==> src/rtl/csi2_pkg.sv <==
// Shared CSI-2 definitions: data-type codes, depacketizer state encoding and
// the packet-header ECC (6-bit Hamming code over DI + WC).
package csi2_pkg;

  localparam logic [5:0] DT_FS       = 6'h00;
  localparam logic [5:0] DT_FE       = 6'h01;
  localparam logic [5:0] DT_LS       = 6'h02;
  localparam logic [5:0] DT_LE       = 6'h03;
  localparam logic [5:0] DT_YUV422_8 = 6'h1E;

  // Data types below this value are short packets.
  localparam logic [5:0] DT_LONG_MIN = 6'h10;

  typedef enum logic [1:0] {
    ST_IDLE    = 2'd0,
    ST_PAYLOAD = 2'd1,
    ST_CRC     = 2'd2,
    ST_DRAIN   = 2'd3
  } state_t;

  // d = {WC[15:8], WC[7:0], DI}; result is compared against ECC[5:0].
  function automatic logic [5:0] csi2_ecc(input logic [23:0] d);
    logic [5:0] p;
    p[0] = d[0] ^ d[1] ^ d[2] ^ d[4] ^ d[5] ^ d[7] ^ d[10] ^ d[11] ^ d[13] ^
           d[16] ^ d[20] ^ d[21] ^ d[22] ^ d[23];
    p[1] = d[0] ^ d[1] ^ d[3] ^ d[4] ^ d[6] ^ d[8] ^ d[10] ^ d[12] ^ d[14] ^
           d[17] ^ d[20] ^ d[21] ^ d[22] ^ d[23];
    p[2] = d[0] ^ d[2] ^ d[3] ^ d[5] ^ d[6] ^ d[9] ^ d[11] ^ d[12] ^ d[15] ^
           d[18] ^ d[20] ^ d[21] ^ d[22];
    p[3] = d[1] ^ d[2] ^ d[3] ^ d[7] ^ d[8] ^ d[9] ^ d[13] ^ d[14] ^ d[15] ^
           d[19] ^ d[20] ^ d[21] ^ d[23];
    p[4] = d[4] ^ d[5] ^ d[6] ^ d[7] ^ d[8] ^ d[9] ^ d[16] ^ d[17] ^ d[18] ^
           d[19] ^ d[20] ^ d[22] ^ d[23];
    p[5] = d[10] ^ d[11] ^ d[12] ^ d[13] ^ d[14] ^ d[15] ^ d[16] ^ d[17] ^
           d[18] ^ d[19] ^ d[21] ^ d[22] ^ d[23];
    return p;
  endfunction

endpackage

==> src/rtl/csi2_rx_depacketizer_if.sv <==
// Bus bundle between the merged 4-lane byte stream and the pixel side.
// Handshake: there is no backpressure. hs_valid qualifies hs_data on every
// rising clk edge while a burst is active; pix_valid qualifies pix_data for
// exactly one cycle per 4-byte payload word. fv/lv are levels, the *_err
// signals are single-cycle pulses.
interface csi2_rx_depacketizer_if;
  logic        hs_valid;
  logic [31:0] hs_data;
  logic        fv;
  logic        lv;
  logic        pix_valid;
  logic [31:0] pix_data;
  logic        ecc_err;
  logic        crc_err;
  logic        pkt_err;

  modport master (
    output hs_valid, hs_data,
    input  fv, lv, pix_valid, pix_data, ecc_err, crc_err, pkt_err
  );

  modport slave (
    input  hs_valid, hs_data,
    output fv, lv, pix_valid, pix_data, ecc_err, crc_err, pkt_err
  );
endinterface

==> src/rtl/csi2_crc16.sv <==
// CRC-16 engine for CSI-2 payload, 32 bits per cycle, byte0 (lane0) first,
// LSB first within a byte. Reflected polynomial 0x8408, seed 0xFFFF.
// Only built when CSI2_RX_CRC_CHECK_EN is defined.
`ifdef CSI2_RX_CRC_CHECK_EN
module csi2_crc16 (
  input  logic        clk,
  input  logic        reset,
  input  logic        init,
  input  logic        en,
  input  logic [31:0] data,
  output logic [15:0] crc
);

  function automatic logic [15:0] crc_step32(input logic [15:0] c_in,
                                             input logic [31:0] d);
    logic [15:0] c;
    logic        fb;
    c = c_in;
    for (int i = 0; i < 32; i++) begin
      fb = c[0] ^ d[i];
      c  = {1'b0, c[15:1]};
      if (fb) c = c ^ 16'h8408;
    end
    return c;
  endfunction

  // init together with en seeds the CRC and folds in the first word at once.
  always_ff @(posedge clk) begin
    if (reset) begin
      crc <= 16'hFFFF;
    end else if (en) begin
      crc <= crc_step32(init ? 16'hFFFF : crc, data);
    end else if (init) begin
      crc <= 16'hFFFF;
    end
  end

endmodule
`endif

==> src/rtl/csi2_rx_depacketizer.sv <==
// CSI-2 receive depacketizer: parses headers from the merged 4-lane stream,
// tracks frame/line valid from FS/FE and accepted long packets, and forwards
// payload words one cycle after they arrive. Optional payload CRC checking is
// enabled by defining CSI2_RX_CRC_CHECK_EN; otherwise crc_err is constant 0.
module csi2_rx_depacketizer
  import csi2_pkg::*;
#(
  parameter logic [1:0]  VC     = 2'd0,
  parameter logic [5:0]  DT     = DT_YUV422_8,
  parameter logic [15:0] MAX_WC = 16'h0F00
) (
  input  logic                   clk,
  input  logic                   reset,
  csi2_rx_depacketizer_if.slave  bus,
  output state_t                 dbg_state
);

  state_t      state, state_n;
  logic        hdr_pending, hdr_pending_n;
  logic        hdr_take;
  logic        hs_valid_q;
  logic [7:0]  hdr_di;
  logic [15:0] hdr_wc;
  logic [5:0]  hdr_ecc;
  logic [13:0] cnt, cnt_n;
  logic        fv, fv_n;
  logic        lv, lv_n;
  logic        pix_valid, pix_valid_n;
  logic [31:0] pix_data, pix_data_n;
  logic        ecc_err, ecc_err_n;
  logic        pkt_err, pkt_err_n;

  logic        hdr_ok;
  logic        wc_ok;
  logic [5:0]  hdr_dt;
  logic [1:0]  hdr_vc;

  assign hdr_dt = hdr_di[5:0];
  assign hdr_vc = hdr_di[7:6];
  assign hdr_ok = (csi2_ecc({hdr_wc, hdr_di}) == hdr_ecc);
  assign wc_ok  = (hdr_wc != 16'h0000) && (hdr_wc <= MAX_WC) &&
                  (hdr_wc[1:0] == 2'b00);

`ifdef CSI2_RX_CRC_CHECK_EN
  logic        crc_init, crc_en;
  logic [15:0] crc_val;
  logic        crc_err_r, crc_err_n;

  csi2_crc16 u_crc (
    .clk   (clk),
    .reset (reset),
    .init  (crc_init),
    .en    (crc_en),
    .data  (bus.hs_data),
    .crc   (crc_val)
  );
`endif

  // Next-state and next-output decode. A header is only taken on the first
  // valid word after hs_valid was low, and is decoded in the following cycle;
  // for an accepted long packet that following word is already payload.
  always_comb begin
    state_n       = state;
    hdr_pending_n = 1'b0;
    hdr_take      = 1'b0;
    cnt_n         = cnt;
    fv_n          = fv;
    lv_n          = lv;
    pix_valid_n   = 1'b0;
    pix_data_n    = pix_data;
    ecc_err_n     = 1'b0;
    pkt_err_n     = 1'b0;
`ifdef CSI2_RX_CRC_CHECK_EN
    crc_init      = 1'b0;
    crc_en        = 1'b0;
    crc_err_n     = 1'b0;
`endif
    case (state)
      ST_IDLE: begin
        if (hdr_pending) begin
          state_n = bus.hs_valid ? ST_DRAIN : ST_IDLE;
          if (!hdr_ok) begin
            ecc_err_n = 1'b1;
          end else if (hdr_vc == VC) begin
            if (hdr_dt < DT_LONG_MIN) begin
              case (hdr_dt)
                DT_FS:        fv_n = 1'b1;
                DT_FE: begin
                  fv_n = 1'b0;
                  lv_n = 1'b0;
                end
                DT_LS, DT_LE: ;
                default:      ;
              endcase
            end else if (hdr_dt == DT) begin
              if (!wc_ok || !bus.hs_valid) begin
                pkt_err_n = 1'b1;
              end else begin
                lv_n        = 1'b1;
                pix_valid_n = 1'b1;
                pix_data_n  = bus.hs_data;
                cnt_n       = hdr_wc[15:2] - 14'd1;
                state_n     = (hdr_wc[15:2] == 14'd1) ? ST_CRC : ST_PAYLOAD;
`ifdef CSI2_RX_CRC_CHECK_EN
                crc_init    = 1'b1;
                crc_en      = 1'b1;
`endif
              end
            end
          end
        end else if (bus.hs_valid && !hs_valid_q) begin
          hdr_take      = 1'b1;
          hdr_pending_n = 1'b1;
        end
      end
      ST_PAYLOAD: begin
        if (!bus.hs_valid) begin
          pkt_err_n = 1'b1;
          lv_n      = 1'b0;
          state_n   = ST_IDLE;
        end else begin
          pix_valid_n = 1'b1;
          pix_data_n  = bus.hs_data;
          cnt_n       = cnt - 14'd1;
          if (cnt == 14'd1) state_n = ST_CRC;
`ifdef CSI2_RX_CRC_CHECK_EN
          crc_en      = 1'b1;
`endif
        end
      end
      ST_CRC: begin
        if (!bus.hs_valid) begin
          pkt_err_n = 1'b1;
          lv_n      = 1'b0;
          state_n   = ST_IDLE;
        end else begin
          lv_n    = 1'b0;
          state_n = ST_DRAIN;
`ifdef CSI2_RX_CRC_CHECK_EN
          crc_err_n = (crc_val != bus.hs_data[15:0]);
`endif
        end
      end
      ST_DRAIN: begin
        if (!bus.hs_valid) state_n = ST_IDLE;
      end
      default: state_n = ST_IDLE;
    endcase
  end

  // State and output registers; hs_valid_q resets high so a burst already in
  // flight when reset releases is ignored until the line goes idle.
  always_ff @(posedge clk) begin
    if (reset) begin
      state       <= ST_IDLE;
      hdr_pending <= 1'b0;
      hs_valid_q  <= 1'b1;
      hdr_di      <= 8'h00;
      hdr_wc      <= 16'h0000;
      hdr_ecc     <= 6'h00;
      cnt         <= 14'd0;
      fv          <= 1'b0;
      lv          <= 1'b0;
      pix_valid   <= 1'b0;
      pix_data    <= 32'h0;
      ecc_err     <= 1'b0;
      pkt_err     <= 1'b0;
    end else begin
      state       <= state_n;
      hdr_pending <= hdr_pending_n;
      hs_valid_q  <= bus.hs_valid;
      cnt         <= cnt_n;
      fv          <= fv_n;
      lv          <= lv_n;
      pix_valid   <= pix_valid_n;
      pix_data    <= pix_data_n;
      ecc_err     <= ecc_err_n;
      pkt_err     <= pkt_err_n;
      if (hdr_take) begin
        hdr_di  <= bus.hs_data[7:0];
        hdr_wc  <= bus.hs_data[23:8];
        hdr_ecc <= bus.hs_data[29:24];
      end
    end
  end

`ifdef CSI2_RX_CRC_CHECK_EN
  // CRC mismatch pulse, raised the cycle after the CRC word.
  always_ff @(posedge clk) begin
    if (reset) crc_err_r <= 1'b0;
    else       crc_err_r <= crc_err_n;
  end
  assign bus.crc_err = crc_err_r;
`else
  assign bus.crc_err = 1'b0;
`endif

  assign bus.fv        = fv;
  assign bus.lv        = lv;
  assign bus.pix_valid = pix_valid;
  assign bus.pix_data  = pix_data;
  assign bus.ecc_err   = ecc_err;
  assign bus.pkt_err   = pkt_err;
  assign dbg_state     = state;

endmodule

==> src/flat_wrapper.sv <==
// flat-port wrapper written by rule: the top's interface ports become plain ports
module csi2_rx_depacketizer_flat import csi2_pkg::*;
#(
  parameter logic [1:0]  VC     = 2'd0,
  parameter logic [5:0]  DT     = DT_YUV422_8,
  parameter logic [15:0] MAX_WC = 16'h0F00
)
  (clk, reset, dbg_state, bus_hs_valid, bus_hs_data, bus_fv, bus_lv, bus_pix_valid, bus_pix_data, bus_ecc_err, bus_crc_err, bus_pkt_err);
  csi2_rx_depacketizer_if bus_i ();
  input  logic clk;
  input  logic reset;
  output state_t dbg_state;
  input wire logic [$bits(bus_i.hs_valid)-1:0] bus_hs_valid;
  input wire logic [$bits(bus_i.hs_data)-1:0] bus_hs_data;
  output wire logic [$bits(bus_i.fv)-1:0] bus_fv;
  output wire logic [$bits(bus_i.lv)-1:0] bus_lv;
  output wire logic [$bits(bus_i.pix_valid)-1:0] bus_pix_valid;
  output wire logic [$bits(bus_i.pix_data)-1:0] bus_pix_data;
  output wire logic [$bits(bus_i.ecc_err)-1:0] bus_ecc_err;
  output wire logic [$bits(bus_i.crc_err)-1:0] bus_crc_err;
  output wire logic [$bits(bus_i.pkt_err)-1:0] bus_pkt_err;
  assign bus_i.hs_valid = bus_hs_valid;
  assign bus_i.hs_data = bus_hs_data;
  assign bus_fv = bus_i.fv;
  assign bus_lv = bus_i.lv;
  assign bus_pix_valid = bus_i.pix_valid;
  assign bus_pix_data = bus_i.pix_data;
  assign bus_ecc_err = bus_i.ecc_err;
  assign bus_crc_err = bus_i.crc_err;
  assign bus_pkt_err = bus_i.pkt_err;
  csi2_rx_depacketizer #(.VC(VC), .DT(DT), .MAX_WC(MAX_WC)) u_core (.clk(clk), .reset(reset), .bus(bus_i), .dbg_state(dbg_state));
endmodule
==> config.mk <==
export PLATFORM = sky130hd
export DESIGN_NAME = csi2_rx_depacketizer_flat
export DESIGN_NICKNAME = d
export VERILOG_FILES = /design/src/rtl/csi2_pkg.sv /design/src/rtl/csi2_rx_depacketizer_if.sv /design/src/rtl/csi2_crc16.sv /design/src/rtl/csi2_rx_depacketizer.sv /design/src/flat_wrapper.sv
export SDC_FILE = /design/constraint.sdc
export NUM_CORES = 1
export LEC_CHECK = 0
export CORE_ASPECT_RATIO = 1.2
export CORE_UTILIZATION = 49
export DETAILED_ROUTE_END_ITERATION = 12
export HOLD_SLACK_MARGIN = 0.08
export PLACE_DENSITY = 0.74
export SLEW_MARGIN = 20
export SYNTH_ARGS = -nofsm -noshare
export SYNTH_HDL_FRONTEND = slang
export SYNTH_SLANG_ARGS = --single-unit
==> constraint.sdc <==
create_clock -name clk -period 5.5 [get_ports clk]
set_clock_uncertainty 0.05 [all_clocks]
set_input_delay 0.825 -clock clk [delete_from_list [all_inputs] [get_ports clk]]
set_output_delay 0.825 -clock clk [all_outputs]
set_load 0.1 [all_outputs]
==> insert_results.sql <==
INSERT INTO impl_metrics (metric_group, metric, value, unit) VALUES
('run_status', 'status', 'completed', ''),
('grt', 'grt_antenna_before_repair', '0', ''),
('power_and_ir_drop', 'ir_drop', '181', 'uV'),
('floorplan', 'core_region_area', '0.00908', 'mm2'),
('placed_design', 'routabilityCongestion', '0.872', ''),
('synthesis', 'yosysTopAreaCell', 'dfxtp_1', ''),
('setup_path', 'worstPathCellList', 'inv_1, ha_1, xnor2_1, xnor3_1, and3_1, o211ai_1, a211oi_2, o21ai_4, buf_4, mux2i_1, o21ai_1', ''),
('final_layout', 'number_of_antenna_repair_diodes', '0', ''),
('timing', 'max_clock_freq', '302', 'MHz'),
('synthesis', 'synthesis.area_per_instance', '8.56', 'um2'),
('timing', 'least_margin_pin_slew', '0.991', 'ns'),
('final_layout', 'utilization', '61.1', '%'),
('clock_tree', 'cts-buffers-inserted', '9', ''),
('clock_tree', 'cts_num_sinks', '85', ''),
('synthesis', 'ys_types', '59', ''),
('synthesis', 'postSynthNetCount', '586', ''),
('power_and_ir_drop', 'powerDensity', '298', 'mW/mm2'),
('setup_path', 'stage_delay_of_the_slowest_cell_on_the_critical_path', '0.61', 'ns'),
('floorplan', 'io_pins', '75', ''),
('power_and_ir_drop', 'power.switching', '0.000551', 'W'),
('clock_tree', 'clk_latency', '0.36', 'ns'),
('timing', 'postLayoutSetupSlackWorst', '2.19', 'ns'),
('setup_path', 'timing.critical_path.to_type', 'register', ''),
('setup_path', 'cp_slowest_cell', 'buf_4', ''),
('synthesis', 'seq_area_frac_synth', '37.1', '%'),
('placed_design', 'hpwlAfterDp', '8030', 'um'),
('grt', 'global_route.overflow_total', '0', ''),
('drt', 'total_wire_length', '11200', 'um'),
('power_and_ir_drop', 'p_clk_share', '29.4', '%'),
('synthesis', 'ys_top_cells_by_area', 'dfxtp_1, mux2i_1, nand2_1, xnor2_1, xnor3_1', ''),
('placed_design', 'place_inst', '694', ''),
('synthesis', 'yosysWarnings', '0', ''),
('drt', 'ant_nets', '0', ''),
('placed_design', 'io_buffers', '73', ''),
('clock_tree', 'clock_tree.htree_level_count', '3', ''),
('power_and_ir_drop', 'internal_power', '0.00110', 'W'),
('synthesis', 'synth_top_area_share', '37.1', '%'),
('power_and_ir_drop', 'power_switching_share', '33.3', '%'),
('placed_design', 'dpl-instance-area', '0.00534', 'mm2'),
('setup_path', 'critical_path.startpoint_type', 'register', ''),
('setup_path', 'worst_path_required_time', '5.66', 'ns'),
('clock_tree', 'clock_tree.buffer_depth', '2', ''),
('synthesis', 'synth_seq_cells', '85', ''),
('grt', 'globalRouteTotalUtil', '24.6', '%'),
('worst_hold_path', 'timing.hold.worst.class', 'register to register', ''),
('drt', 'detailroute.via_count', '3879', ''),
('final_layout', 'multi_input_area', '0.00268', 'mm2'),
('floorplan', 'die_w', '90.3', 'um'),
('timing', 'timing.slew.headroom', '33.7', '%'),
('timing', 'report.final.hold_viol_count', '0', ''),
('job', 'cap_violations', '0', ''),
('setup_path', 'critical_path.top_delay_family', 'buffers and inverters', ''),
('synthesis', 'syn_area', '0.00458', 'mm2'),
('floorplan', 'die-area', '0.00974', 'mm2'),
('synthesis', 'synth_edf_count', '0', ''),
('final_layout', 'fin_nets', '636', ''),
('drt', 'routed_via_density', '5.47', ''),
('setup_path', 'path_max_fanout', '50', ''),
('drt', 'drt_iter0_markers', '226', ''),
('clock_tree', 'clkTransAtPathRegs', '0.08', 'ns'),
('clock_tree', 'tritoncts', 'done', ''),
('drt', 'number_of_remaining_drc_errors', '0', ''),
('grt', 'grt_start_max_net_pins', '86', ''),
('floorplan', 'start_util', '50.5', '%'),
('timing', 'final_sum_of_negative_setup_slack', '0', 'ns'),
('timing', 'post-route-period-util', '60.3', '%'),
('placed_design', 'setup_slack_placement', '2.06', 'ns'),
('clock_tree', 'post_cts_resized', '0', ''),
('final_layout', 'layout.cells.non_filler', '709', ''),
('power_and_ir_drop', 'cellLeakagePower', '2.30', 'nW'),
('drt', 'dr.pass1.iters', '4', '');
==> per-stage QoR <==
stage,hold WS (ns),power [W]
2_1_floorplan,0.393,0.00106
3_3_place_gp,0.413,0.00117
3_5_place_dp,0.420,0.00118
4_1_cts,0.431,0.00166
5_1_grt,0.446,0.00174
6_report,0.430,0.00165
==> per-layer routing <==
layer / up-vias / routed length [um] / GRT usage, % / share of wire [%]
met1: 1821 / 5180 / 32.6 / 46
li1: 1936 / - / - / -
met3: 21 / 490 / 4.99 / 4.4
met5: - / 0 / 0 / 0
met2: 101 / 5120 / 38.7 / 46
met4: 0 / 395 / 11.4 / 3.5
==> Yosys cell counts, drive strengths merged (10+ instances only) <==
| master | count |
|---|---|
| xnor2 | 31 |
| buf | 10 |
| a21oi | 45 |
| ha | 16 |
| nor3 | 10 |
| nor2 | 58 |
| xnor3 | 10 |
| clkbuf | 28 |
| nand3 | 11 |
| nand2 | 86 |
| inv | 13 |
| o21ai | 14 |
| dfxtp | 85 |
| mux2i | 37 |
==> tightest hold or removal path, stage by stage, from the launching register on <==
cell	delay (ns)
dfxtp_1	0.33
nand2_1	0.06
a21oi_1	0.05
==> path summary, 6_finish.rpt <==
check | start | end | slack [ns] | cells after the start
min reg2reg | u_core.hdr_ecc[1] | u_core.hdr_ecc[1] | 0.43 | 2
max | u_core.hdr_di[0] | u_core.cnt[2] | 2.19 | 11
max reg2reg | u_core.hdr_di[0] | u_core.cnt[2] | 2.19 | 11
min | u_core.hdr_ecc[1] | u_core.hdr_ecc[1] | 0.43 | 2
==> registers in the layout, summed over array words and instances, names as in the netlist, 2 cells and up <==
signal	cells
u_core.bus.pix_data	32
u_core.cnt	14
u_core.dbg_state	2
u_core.hdr_di	8
u_core.hdr_ecc	6
u_core.hdr_wc	16
==> power by group through the flow <==
stage	clock network [W]	logic, W	registers, W
2_1_floorplan	0	0.000323	0.000738
3_3_place_gp	0	0.000485	0.000687
3_5_place_dp	0	0.000490	0.000688
4_1_cts	0.000498	0.000492	0.000674
5_1_grt	0.000518	0.000543	0.000679
6_report	0.000486	0.000493	0.000674
==> layout by cell type (no fill, tap or decap), types with 11 or more instances in the layout <==
cell type	instances
nand2_1	86
dfxtp_1	85
clkdlybuf4s50_1	72
nor2_1	58
a21oi_1	44
mux2i_1	37
xnor2_1	30
ha_1	16
inv_1	13
nand3_1	11
==> logic make-up after synthesis <==
logic type	Yosys count	synth area share, %
other	1	0.0818
muxes	37	8.08
xor gates and xnor gates	50	13.1
DFF	85	37.1
and+or+nand+nor	202	20.0
buffers and inverters	52	4.72
AOI/OAI and AO/OA	92	12.6
adders and majority gates	16	4.37
==> area by class of cell <==
cell class                 instances  share of cell area (%)
clock buffer                      11                    2.55
clock inverter                     4                    1.31
inverter                          14                   0.946
multi-input combinational        398                    48.2
sequential                        85                    30.6
tap                              120                    2.70
timing repair buffer              77                    13.6
(Power assumes the default switching activity.)
